`src/rtl/hamming_codec_arbiter_if.sv`:
```
// Request/response bundle between the two requesters, the response consumer
// and the shared Hamming(8,4) codec arbiter.
interface hamming_codec_arbiter_if;
    localparam int unsigned DATA_W = 8;
    localparam int unsigned SYN_W  = 3;
    localparam int unsigned ERR_W  = 2;

    logic              req0_valid;
    logic              req0_ready;
    logic              req0_mode;
    logic [DATA_W-1:0] req0_data;

    logic              req1_valid;
    logic              req1_ready;
    logic              req1_mode;
    logic [DATA_W-1:0] req1_data;

    logic              rsp_valid;
    logic              rsp_ready;
    logic              rsp_id;
    logic              rsp_mode;
    logic [DATA_W-1:0] rsp_data;
    logic [SYN_W-1:0]  rsp_syndrome;
    logic [ERR_W-1:0]  rsp_err;

    // Requester/consumer side of the bundle.
    modport master (
        output req0_valid, req0_mode, req0_data,
        output req1_valid, req1_mode, req1_data,
        input  req0_ready, req1_ready,
        input  rsp_valid, rsp_id, rsp_mode, rsp_data, rsp_syndrome, rsp_err,
        output rsp_ready
    );

    // Arbiter side of the bundle.
    modport slave (
        input  req0_valid, req0_mode, req0_data,
        input  req1_valid, req1_mode, req1_data,
        output req0_ready, req1_ready,
        output rsp_valid, rsp_id, rsp_mode, rsp_data, rsp_syndrome, rsp_err,
        input  rsp_ready
    );
endinterface

```
`src/rtl/hamming_codec_arbiter.sv`:
```
// Two-requester arbiter in front of a shared combinational Hamming(8,4)
// encoder/decoder pair, with a registered tagged response channel and
// saturating corrected/uncorrectable decode counters.
module hamming_codec_arbiter #(
    parameter int unsigned CNT_W      = 8,
    parameter bit          FIXED_PRIO = 1'b0
) (
    input  logic                   clk,
    input  logic                   rst,
    hamming_codec_arbiter_if.slave bus,
    output logic [7:0]             cdc_operand,
    output logic                   cdc_mode,
    input  logic [7:0]             enc_code_in,
    input  logic [7:0]             dec_data_in,
    input  logic [2:0]             dec_syndrome_in,
    input  logic [1:0]             dec_err_in,
    input  logic                   cnt_clear,
    output logic [CNT_W-1:0]       cnt_corrected,
    output logic [CNT_W-1:0]       cnt_uncorr,
    output logic                   busy
);
    localparam int unsigned DATA_W = 8;
    localparam int unsigned SYN_W  = 3;
    localparam int unsigned ERR_W  = 2;

    typedef enum logic [1:0] {
        IDLE = 2'b00,
        EXEC = 2'b01,
        RESP = 2'b10
    } state_e;

    state_e              state_q;
    logic                last_grant_q;
    logic                id_q;
    logic                cdc_mode_q;
    logic [DATA_W-1:0]   cdc_operand_q;
    logic                rsp_valid_q;
    logic                rsp_id_q;
    logic                rsp_mode_q;
    logic [DATA_W-1:0]   rsp_data_q;
    logic [SYN_W-1:0]    rsp_syndrome_q;
    logic [ERR_W-1:0]    rsp_err_q;
    logic [CNT_W-1:0]    cnt_corr_q;
    logic [CNT_W-1:0]    cnt_unc_q;

    logic                idle_c;
    logic                grant_c;
    logic                accept_c;
    logic                sel_mode_c;
    logic [DATA_W-1:0]   sel_data_c;
    logic                inc_corr_c;
    logic                inc_unc_c;

    assign idle_c = (state_q == IDLE);

    // Pick the requester to serve: sole requester wins, ties by priority mode.
    always_comb begin
        grant_c = 1'b0;
        if (bus.req0_valid && bus.req1_valid) begin
            grant_c = FIXED_PRIO ? 1'b0 : ~last_grant_q;
        end else if (bus.req1_valid) begin
            grant_c = 1'b1;
        end
    end

    assign bus.req0_ready = idle_c & bus.req0_valid & ~grant_c;
    assign bus.req1_ready = idle_c & bus.req1_valid &  grant_c;
    assign accept_c       = bus.req0_ready | bus.req1_ready;
    assign sel_mode_c     = grant_c ? bus.req1_mode : bus.req0_mode;
    assign sel_data_c     = grant_c ? bus.req1_data : bus.req0_data;

    // Decode outcomes counted on the EXEC capture cycle only.
    assign inc_corr_c = (state_q == EXEC) && cdc_mode_q && (dec_err_in == 2'b01);
    assign inc_unc_c  = (state_q == EXEC) && cdc_mode_q && dec_err_in[1];

    // Operation sequencer: accept, drive codec, capture result, hold response.
    always_ff @(posedge clk) begin
        if (rst) begin
            state_q        <= IDLE;
            last_grant_q   <= 1'b1;
            id_q           <= 1'b0;
            cdc_mode_q     <= 1'b0;
            cdc_operand_q  <= '0;
            rsp_valid_q    <= 1'b0;
            rsp_id_q       <= 1'b0;
            rsp_mode_q     <= 1'b0;
            rsp_data_q     <= '0;
            rsp_syndrome_q <= '0;
            rsp_err_q      <= '0;
        end else begin
            case (state_q)
                IDLE: begin
                    if (accept_c) begin
                        state_q       <= EXEC;
                        last_grant_q  <= grant_c;
                        id_q          <= grant_c;
                        cdc_mode_q    <= sel_mode_c;
                        cdc_operand_q <= sel_mode_c ? sel_data_c
                                                    : {4'b0000, sel_data_c[3:0]};
                    end
                end
                EXEC: begin
                    state_q     <= RESP;
                    rsp_valid_q <= 1'b1;
                    rsp_id_q    <= id_q;
                    rsp_mode_q  <= cdc_mode_q;
                    if (cdc_mode_q) begin
                        rsp_data_q     <= dec_data_in;
                        rsp_syndrome_q <= dec_syndrome_in;
                        rsp_err_q      <= dec_err_in;
                    end else begin
                        rsp_data_q     <= enc_code_in;
                        rsp_syndrome_q <= '0;
                        rsp_err_q      <= '0;
                    end
                end
                RESP: begin
                    if (bus.rsp_ready) begin
                        state_q     <= IDLE;
                        rsp_valid_q <= 1'b0;
                    end
                end
                default: begin
                    state_q <= IDLE;
                end
            endcase
        end
    end

    // Saturating error statistics; clear wins over a same-cycle increment.
    always_ff @(posedge clk) begin
        if (rst || cnt_clear) begin
            cnt_corr_q <= '0;
            cnt_unc_q  <= '0;
        end else begin
            if (inc_corr_c && !(&cnt_corr_q)) begin
                cnt_corr_q <= cnt_corr_q + CNT_W'(1);
            end
            if (inc_unc_c && !(&cnt_unc_q)) begin
                cnt_unc_q <= cnt_unc_q + CNT_W'(1);
            end
        end
    end

    assign bus.rsp_valid    = rsp_valid_q;
    assign bus.rsp_id       = rsp_id_q;
    assign bus.rsp_mode     = rsp_mode_q;
    assign bus.rsp_data     = rsp_data_q;
    assign bus.rsp_syndrome = rsp_syndrome_q;
    assign bus.rsp_err      = rsp_err_q;
    assign cdc_operand      = cdc_operand_q;
    assign cdc_mode         = cdc_mode_q;
    assign cnt_corrected    = cnt_corr_q;
    assign cnt_uncorr       = cnt_unc_q;
    assign busy             = (state_q != IDLE);

endmodule

```
`src/flat_wrapper.sv`:
```
// flat-port wrapper written by rule: the top's interface ports become plain ports
module hamming_codec_arbiter_flat 
#(
    parameter int unsigned CNT_W      = 8,
    parameter bit          FIXED_PRIO = 1'b0
)
  (clk, rst, cdc_operand, cdc_mode, enc_code_in, dec_data_in, dec_syndrome_in, dec_err_in, cnt_clear, cnt_corrected, cnt_uncorr, busy, bus_req0_valid, bus_req0_mode, bus_req0_data, bus_req1_valid, bus_req1_mode, bus_req1_data, bus_req0_ready, bus_req1_ready, bus_rsp_valid, bus_rsp_id, bus_rsp_mode, bus_rsp_data, bus_rsp_syndrome, bus_rsp_err, bus_rsp_ready);
  hamming_codec_arbiter_if bus_i ();
  input  logic clk;
  input  logic rst;
  output logic [7:0] cdc_operand;
  output logic cdc_mode;
  input  logic [7:0] enc_code_in;
  input  logic [7:0] dec_data_in;
  input  logic [2:0] dec_syndrome_in;
  input  logic [1:0] dec_err_in;
  input  logic cnt_clear;
  output logic [CNT_W-1:0] cnt_corrected;
  output logic [CNT_W-1:0] cnt_uncorr;
  output logic busy;
  input wire logic [$bits(bus_i.req0_valid)-1:0] bus_req0_valid;
  input wire logic [$bits(bus_i.req0_mode)-1:0] bus_req0_mode;
  input wire logic [$bits(bus_i.req0_data)-1:0] bus_req0_data;
  input wire logic [$bits(bus_i.req1_valid)-1:0] bus_req1_valid;
  input wire logic [$bits(bus_i.req1_mode)-1:0] bus_req1_mode;
  input wire logic [$bits(bus_i.req1_data)-1:0] bus_req1_data;
  output wire logic [$bits(bus_i.req0_ready)-1:0] bus_req0_ready;
  output wire logic [$bits(bus_i.req1_ready)-1:0] bus_req1_ready;
  output wire logic [$bits(bus_i.rsp_valid)-1:0] bus_rsp_valid;
  output wire logic [$bits(bus_i.rsp_id)-1:0] bus_rsp_id;
  output wire logic [$bits(bus_i.rsp_mode)-1:0] bus_rsp_mode;
  output wire logic [$bits(bus_i.rsp_data)-1:0] bus_rsp_data;
  output wire logic [$bits(bus_i.rsp_syndrome)-1:0] bus_rsp_syndrome;
  output wire logic [$bits(bus_i.rsp_err)-1:0] bus_rsp_err;
  input wire logic [$bits(bus_i.rsp_ready)-1:0] bus_rsp_ready;
  assign bus_i.req0_valid = bus_req0_valid;
  assign bus_i.req0_mode = bus_req0_mode;
  assign bus_i.req0_data = bus_req0_data;
  assign bus_i.req1_valid = bus_req1_valid;
  assign bus_i.req1_mode = bus_req1_mode;
  assign bus_i.req1_data = bus_req1_data;
  assign bus_req0_ready = bus_i.req0_ready;
  assign bus_req1_ready = bus_i.req1_ready;
  assign bus_rsp_valid = bus_i.rsp_valid;
  assign bus_rsp_id = bus_i.rsp_id;
  assign bus_rsp_mode = bus_i.rsp_mode;
  assign bus_rsp_data = bus_i.rsp_data;
  assign bus_rsp_syndrome = bus_i.rsp_syndrome;
  assign bus_rsp_err = bus_i.rsp_err;
  assign bus_i.rsp_ready = bus_rsp_ready;
  hamming_codec_arbiter #(.CNT_W(CNT_W), .FIXED_PRIO(FIXED_PRIO)) u_core (.clk(clk), .rst(rst), .bus(bus_i), .cdc_operand(cdc_operand), .cdc_mode(cdc_mode), .enc_code_in(enc_code_in), .dec_data_in(dec_data_in), .dec_syndrome_in(dec_syndrome_in), .dec_err_in(dec_err_in), .cnt_clear(cnt_clear), .cnt_corrected(cnt_corrected), .cnt_uncorr(cnt_uncorr), .busy(busy));
endmodule
```
`config.mk`:
```
export PLATFORM = sky130hd
export DESIGN_NAME = hamming_codec_arbiter_flat
export DESIGN_NICKNAME = d
export VERILOG_FILES = /design/src/rtl/hamming_codec_arbiter_if.sv /design/src/rtl/hamming_codec_arbiter.sv /design/src/flat_wrapper.sv
export SDC_FILE = /design/constraint.sdc
export NUM_CORES = 1
export LEC_CHECK = 0
export ABC_AREA = 1
export BUFFER_PORTS_ARGS = -buffer_cell sky130_fd_sc_hd__buf_2
export CELL_PAD_IN_SITES_DETAIL_PLACEMENT = 1
export CELL_PAD_IN_SITES_GLOBAL_PLACEMENT = 1
export CORE_ASPECT_RATIO = 1.4
export CORE_MARGIN = 5
export CORE_UTILIZATION = 29
export CTS_CLUSTER_SIZE = 12
export DETAILED_ROUTE_END_ITERATION = 16
export GPL_TIMING_DRIVEN = 1
export PLACE_DENSITY = 0.84
export RECOVER_POWER = 50
export SLEW_MARGIN = 40
export SYNTH_ARGS = -nofsm -noshare
export SYNTH_HDL_FRONTEND = slang
export SYNTH_SLANG_ARGS = --single-unit
export TNS_END_PERCENT = 20
```
`constraint.sdc`:
```
create_clock -name clk -period 1.2 [get_ports clk]
set_input_delay 0.06 -clock clk [delete_from_list [all_inputs] [get_ports clk]]
set_output_delay 0.06 -clock clk [all_outputs]
set_load 0.01 [all_outputs]
```
==> results of run 1 <==
-- area by class of cell --
class	instances	area, um2
fillers	977	4050
multi-input cells	225	1220
flip-flops and latches	45	925
repair buffers	131	782
inverters	31	124
well taps	97	121
clock buffers	5	68.8
clock inverters	3	25.0
-- synth_stat cells, drive strengths merged --
cell type / n
nand2: 90
nand3b: 1
xor2: 4
nor3: 1
dfxtp: 45
nor2: 38
clkbuf: 2
a21oi: 38
o211ai: 1
and3: 1
a31oi: 3
nand3: 26
nand4: 5
inv: 30
clkinv: 1
o21ai: 13
buf: 7
a211oi: 1
ha: 2
-- metal layers --
metal	share of wire [%]	global-route usage [%]	vias up
met5	0	0	-
met4	1.5	4.91	0
met3	5.6	4.13	10
met2	54	29.3	73
met1	38	17.3	1186
li1	-	-	1255
-- per-stage QoR --
step	hold WS, ns	util (%)	setup slack, ns	TNS (ns)	power (W)
6_report	0.0104	44.7	-0.0546	-0.187	0.00323
5_1_grt	0.00510	44.7	-0.104	-1.23	0.00342
4_1_cts	0.00128	43.3	-0.0256	-0.0541	0.00325
3_5_place_dp	0.266	39.5	-0.0681	-0.531	0.00220
3_3_place_gp	0.262	39.5	-0.0362	-0.0439	0.00218
2_1_floorplan	0.159	-	-0.00905	-0.00905	0.00195
-- power groups by stage --
stage          logic [W]  registers (W)  clock network, W
6_report        0.000608        0.00162          0.000997
5_1_grt         0.000671        0.00163           0.00111
4_1_cts         0.000594        0.00162           0.00104
3_5_place_dp    0.000555        0.00164                 0
3_3_place_gp    0.000537        0.00164                 0
2_1_floorplan   0.000275        0.00167                 0
-- cells by family after synthesis --
logic type,Yosys count
buffers and inverters,40
and+or+nand+nor,162
adders and majority gates,2
DFF,45
xor gates and xnor gates,4
AOI/OAI and AO/OA,56
-- sequential cells by signal (all words and copies together), names as in the netlist --
signal	count
u_core.bus.rsp_data	8
u_core.cdc_operand	8
u_core.cnt_corrected	8
u_core.cnt_uncorr	8
u_core.bus.rsp_syndrome	3
u_core.bus.rsp_err	2
u_core.state_q	2
u_core.bus.rsp_id	1
u_core.bus.rsp_mode	1
u_core.bus.rsp_valid	1
u_core.cdc_mode	1
u_core.id_q	1
u_core.last_grant_q	1
-- worst max-delay path, delay by kind of cell, from the launching register on --
family	cells	cell delay, ns
adder cells (fa/ha/maj)	1	0.16
buffers and inverters	1	0.07
flip-flops	1	0.38
AND/OR/NAND/NOR	6	0.53
-- final timing paths --
kind,from,to,slack (ns),cells after the start
worst max-delay path,u_core.cnt_corrected[1]$_SDFFE_PP0P_,u_core.cnt_corrected[1]$_SDFFE_PP0P_,-0.05,8
worst min-delay path,dec_syndrome_in[2],u_core.bus.rsp_syndrome[2]$_SDFFE_PP0P_,0.01,3
worst max register to register,u_core.cnt_corrected[1]$_SDFFE_PP0P_,u_core.cnt_corrected[1]$_SDFFE_PP0P_,-0.05,8
worst min register to register,u_core.bus.rsp_syndrome[1]$_SDFFE_PP0P_,u_core.bus.rsp_syndrome[1]$_SDFFE_PP0P_,0.47,2
-- what timing repair did --
| item | in CTS | in global routing |
|---|---|---|
| setup endpoints to repair | 18 | 32 |
| gates resized for setup | 17 | 20 |
| pin swaps | 5 | 6 |
| endpoints found under the hold margin | 5 | 4 |
| hold buffers | 5 | 4 |
| gates cloned | 1 | 0 |
| setup buffers | 9 | 1 |
==> results.py, run 1 <==
metrics = {
    "synth": {
        "synth_top_family_by_area": "simple AND/OR/NAND/NOR gates",
        "syn_inst": 309,
        "yosysTopAreaCell": "dfxtp_1",
        "synth_top_area_share_pct": 41.9,
        "synth_compound_area_share_pct": 13.6,
        "synthMuxAreaShare_pct": 0,
        "synth_xor_area_share_pct": 1.63,
        "ys_ff_latch": 45,
        "ys_seq_area_share_pct": 41.9,
        "ys_warn_count": 0,
        "synth_cell_types": 29,
        "synth_area_leaders": "dfxtp_1 42%, nand2_1 14%, a21oi_1 8.6%, nor2_1 5.9%, nand3_1 5.8%",
        "synth_fa_ha_area_share_pct": 1.16,
        "syn_area_per_cell_um2": 6.96,
        "synthSimpleGateAreaFrac_pct": 33.4,
        "synth_nets": 356,
        "syn_area_um2": 2150,
    },
    "setup_path": {
        "slowest_delay_ns": 0.38,
        "cp_max_fo": 7,
        "cp_cell_sequence": "ha_4 -> nand2_4 -> nor2_4 -> nand2_4 -> nand2_8 -> clkinv_4 -> nor2_2 -> nor2_1",
        "worstSetupEndpointType": "flip-flop",
        "arrival_ns": 1.44,
        "cp_data_required_time_ns": 1.39,
        "slowest_stage": "dfxtp_4",
        "crit_type": "reg2reg",
        "cp-start-kind": "flip-flop",
        "crit_top_cell": "nand2_4",
    },
    "timing": {
        "post-route-min-period_ns": 1.25,
        "layout_setup_ws_ns": -0.0546,
        "finalSetupViolCount": 7,
        "slew_headroom_pct": 78.1,
        "finClkSkew_ns": 0.00902,
        "period_share_pct": 105,
        "worstMarginPinSlew_ns": 0.328,
        "slew_violations": 0,
        "hold_viol": 0,
        "rsz0062_at_grt": "true",
        "clock.fmax_mhz": 797,
    },
    "place": {
        "dp_hpwl_um": 5440,
        "numPortBuffers": 88,
        "dp_cells": 509,
        "placed_area_um2": 2890,
        "gp_congestion": 0.784,
    },
    "global_routing": {
        "grt_pass1_wl_um": 11700,
        "antenna_found_initial": 0,
        "grt_max_degree": 17,
        "gr-usage-all-layers_pct": 16.0,
        "first_global_vias": 2644,
        "grt_overflow": 0,
    },
    "layout": {
        "stdcell_area_um2": 3270,
        "drive_above_1_share_pct": 37.5,
        "final_nets": 486,
        "instances_no_fill": 537,
        "antennaDiodeCount": 0,
        "final_common_cell": "nand2_1",
        "layout_common_cells": "80 x nand2_1, 76 x buf_2, 36 x a21oi_1, 36 x dfxtp_1, 31 x buf_4",
        "syn2layout_area_growth_pct": 52.0,
    },
    "clock_network": {
        "cts.path.max_buffers": 2,
        "h-tree-depth": 2,
        "cts_num_sinks": 45,
        "cts_tree": "done",
        "cts_root_buf": "clkbuf_8",
        "clkTransAtPathRegs_ns": 0.09,
        "numCtsBuffers": 5,
        "clk_latency_ns": 0.30,
    },
    "pwr": {
        "internal-power_w": 0.00225,
        "power_frac_clock_pct": 30.9,
        "p_leak_nw": 1.55,
        "p_seq_share_pct": 50.3,
        "pwr-share-comb_pct": 18.8,
        "p_sw_share_pct": 30.3,
        "ir_worst_vdd_mv": 0.456,
        "power_density_nw_per_um2": 988,
        "p_sw_w": 0.000978,
    },
    "floorplanning": {
        "dieArea_um2": 9260,
        "die_w_um": 82.8,
        "core_area_um2": 7310,
        "io_pins": 89,
        "start_util_pct": 29.4,
        "rows": 37,
        "die_h_um": 112,
    },
    "status": {
        "status": "finished, violations left",
        "violations": "setup timing",
    },
    "drt": {
        "drtPass1Iterations": 4,
        "finalWirelength_um": 7530,
        "drtIter0Drc": 39,
        "vias": 2524,
        "vias_per_cell": 4.70,
        "ant_nets": 0,
        "routedWlPerCell_um": 14.0,
        "drc": 0,
    },
    "worst_hold_path": {
        "hp-class": "in2reg",
    },
    "flow_run": {
        "drv_cap": 0,
    },
}
Power figures use the tool's default switching activity.
==> run 2: changes to the inputs <==
==> constraint.sdc (replaced) <==
create_clock -name clk -period 1.2 [get_ports clk]
set_input_delay 0.18 -clock clk [delete_from_list [all_inputs] [get_ports clk]]
set_output_delay 0.18 -clock clk [all_outputs]
set_load 0.01 [all_outputs]
==> run 2 against run 1 <==
The flow still finishes with violations (setup timing); fmax decreased by 1.1%; via count shrank 1.4%; worst setup slack worse by 0.014 ns; count of clock-buffer cells in the layout did not move; clock skew down 0.0045 ns; combinational power grew 0.8%; largest cell class unchanged; highest routed layer unchanged.
==> results.py, run 2 (same netlist as run 1, synthesis figures left out) <==
metrics = {
    "status": {
        "status": "finished, violations left",
        "violations": "setup timing",
    },
    "clock_network": {
        "cts.path.max_buffers": 2,
        "holdBufCountCts": 0,
        "numCtsBuffers": 5,
        "clk_latency_ns": 0.29,
        "cts_tree": "done",
        "cts_root_buf": "clkbuf_8",
        "clkTransAtPathRegs_ns": 0.08,
        "cts_num_sinks": 45,
        "h-tree-depth": 2,
    },
    "layout": {
        "final_common_cell": "nand2_1",
        "layout_common_cells": "79 x nand2_1, 62 x buf_2, 37 x dfxtp_1",
        "ff_latch_area_um2": 923,
        "drive_above_1_share_pct": 35.0,
        "syn2layout_area_growth_pct": 49.5,
        "final_core_util_pct": 43.9,
        "final_nets": 478,
        "antennaDiodeCount": 0,
        "fillers": 968,
        "multi_input_area_um2": 1230,
    },
    "pwr": {
        "power_frac_clock_pct": 33.1,
        "pwr-share-comb_pct": 18.4,
        "p_seq_share_pct": 48.6,
        "ir_worst_vdd_mv": 0.569,
        "p_leak_nw": 1.48,
        "power_density_nw_per_um2": 1040,
        "internal-power_w": 0.00243,
        "p_sw_w": 0.000903,
        "p_sw_share_pct": 27.1,
    },
    "timing": {
        "rsz0062_at_grt": "true",
        "fin_tns_setup_ns": -0.444,
        "whs_ns": 0.0795,
        "finClkSkew_ns": 0.00453,
        "period_share_pct": 106,
        "post-route-min-period_ns": 1.27,
        "worstMarginPinSlew_ns": 0.365,
        "clock.fmax_mhz": 788,
        "hold_viol": 0,
        "layout_setup_ws_ns": -0.0687,
        "finalSetupViolCount": 10,
        "slew_headroom_pct": 75.6,
        "slew_violations": 0,
    },
    "floorplanning": {
        "start_util_pct": 29.4,
        "rows": 37,
        "dieArea_um2": 9260,
        "die_w_um": 82.8,
        "die_h_um": 112,
        "io_pins": 89,
        "core_area_um2": 7310,
    },
    "drt": {
        "finalWirelength_um": 7290,
        "vias_per_cell": 4.71,
        "routedWlPerCell_um": 13.8,
        "drtPass1Iterations": 4,
        "ant_nets": 0,
        "drc": 0,
        "vias": 2489,
        "wl_met2_um": 4020,
        "topRoutingLayerUsed": "met4",
        "dr_wl_met3_um": 498,
        "drtIter0Drc": 38,
        "wl_met1_um": 2680,
    },
    "global_routing": {
        "gr-usage-all-layers_pct": 16.3,
        "first_global_vias": 2732,
        "grt_overflow": 0,
        "antenna_found_initial": 0,
        "grt_pass1_wl_um": 12000,
        "grt_max_degree": 14,
    },
    "setup_path": {
        "cp-start-kind": "flip-flop",
        "worstSetupEndpointType": "flip-flop",
        "cp_max_fo": 7,
        "arrival_ns": 1.44,
        "crit_type": "reg2reg",
        "cp_data_required_time_ns": 1.37,
    },
    "place": {
        "numPortBuffers": 88,
        "dpl_worst_slack_ns": -0.106,
        "gp_congestion": 0.776,
        "dp_hpwl_um": 5680,
    },
    "worst_hold_path": {
        "hp-class": "in2reg",
    },
    "flow_run": {
        "drv_cap": 0,
    },
}
[run 2: layer usage]
layer  track usage, %  vias to the layer above
met5                0                        -
met1             16.7                     1178
li1                 -                     1239
met4             4.36                        0
met3             4.94                        8
met2             30.7                       64
[run 2: cell type report]
type                       count  area share [%]
multi-input combinational    225            38.2
timing repair buffer         123            22.2
clock buffer                   5            2.14
inverter                      31            3.85
tap                           97            3.78
sequential                    45            28.7
clock inverter                 2            1.09
[run 2: what timing repair did]
action	in CTS	in global routing
buffers inserted	8	1
gates cloned	1	0
resized for setup	26	16
endpoints found under the setup margin	19	34
pin swaps	14	10
[run 2: through the flow]
step | cell area (um2) | total power (W) | instances
6_report | 3210 | 0.00334 | 528
5_1_grt | 3210 | 0.00354 | 528
4_1_cts | 3180 | 0.00340 | 527
3_5_place_dp | 2900 | 0.00221 | 511
3_3_place_gp | 2900 | 0.00218 | 511
2_1_floorplan | 2210 | 0.00195 | 309
[run 2: worst max-delay path: stages (launching register included)]
cell and delay [ns]:
dfxtp_1 0.40, ha_4 0.18, nand2_4 0.06, nor2_4 0.11, nand2_4 0.08, nand2_4 0.12, clkinv_4 0.07, nand2_1 0.08
a21oi_2 0.05
[run 2: final timing paths]
path | start | end | slack (ns) | depth (start not counted)
max | u_core.cnt_corrected[0]$_SDFFE_PP0P_ | u_core.cnt_corrected[4]$_SDFFE_PP0P_ | -0.07 | 8
min | bus_rsp_ready | u_core.bus.rsp_valid$_SDFFE_PP0P_ | 0.08 | 2
max reg2reg | u_core.cnt_corrected[0]$_SDFFE_PP0P_ | u_core.cnt_corrected[4]$_SDFFE_PP0P_ | -0.07 | 8
min reg2reg | u_core.cdc_operand[3]$_SDFFE_PP0P_ | u_core.cdc_operand[3]$_SDFFE_PP0P_ | 0.47 | 2
[run 2: power groups by stage]
stage	Combinational (W)	Clock, W	Sequential, W
2_1_floorplan	0.000275	0	0.00167
3_3_place_gp	0.000543	0	0.00164
3_5_place_dp	0.000563	0	0.00164
4_1_cts	0.000618	0.00116	0.00162
5_1_grt	0.000681	0.00122	0.00163
6_report	0.000613	0.00110	0.00162
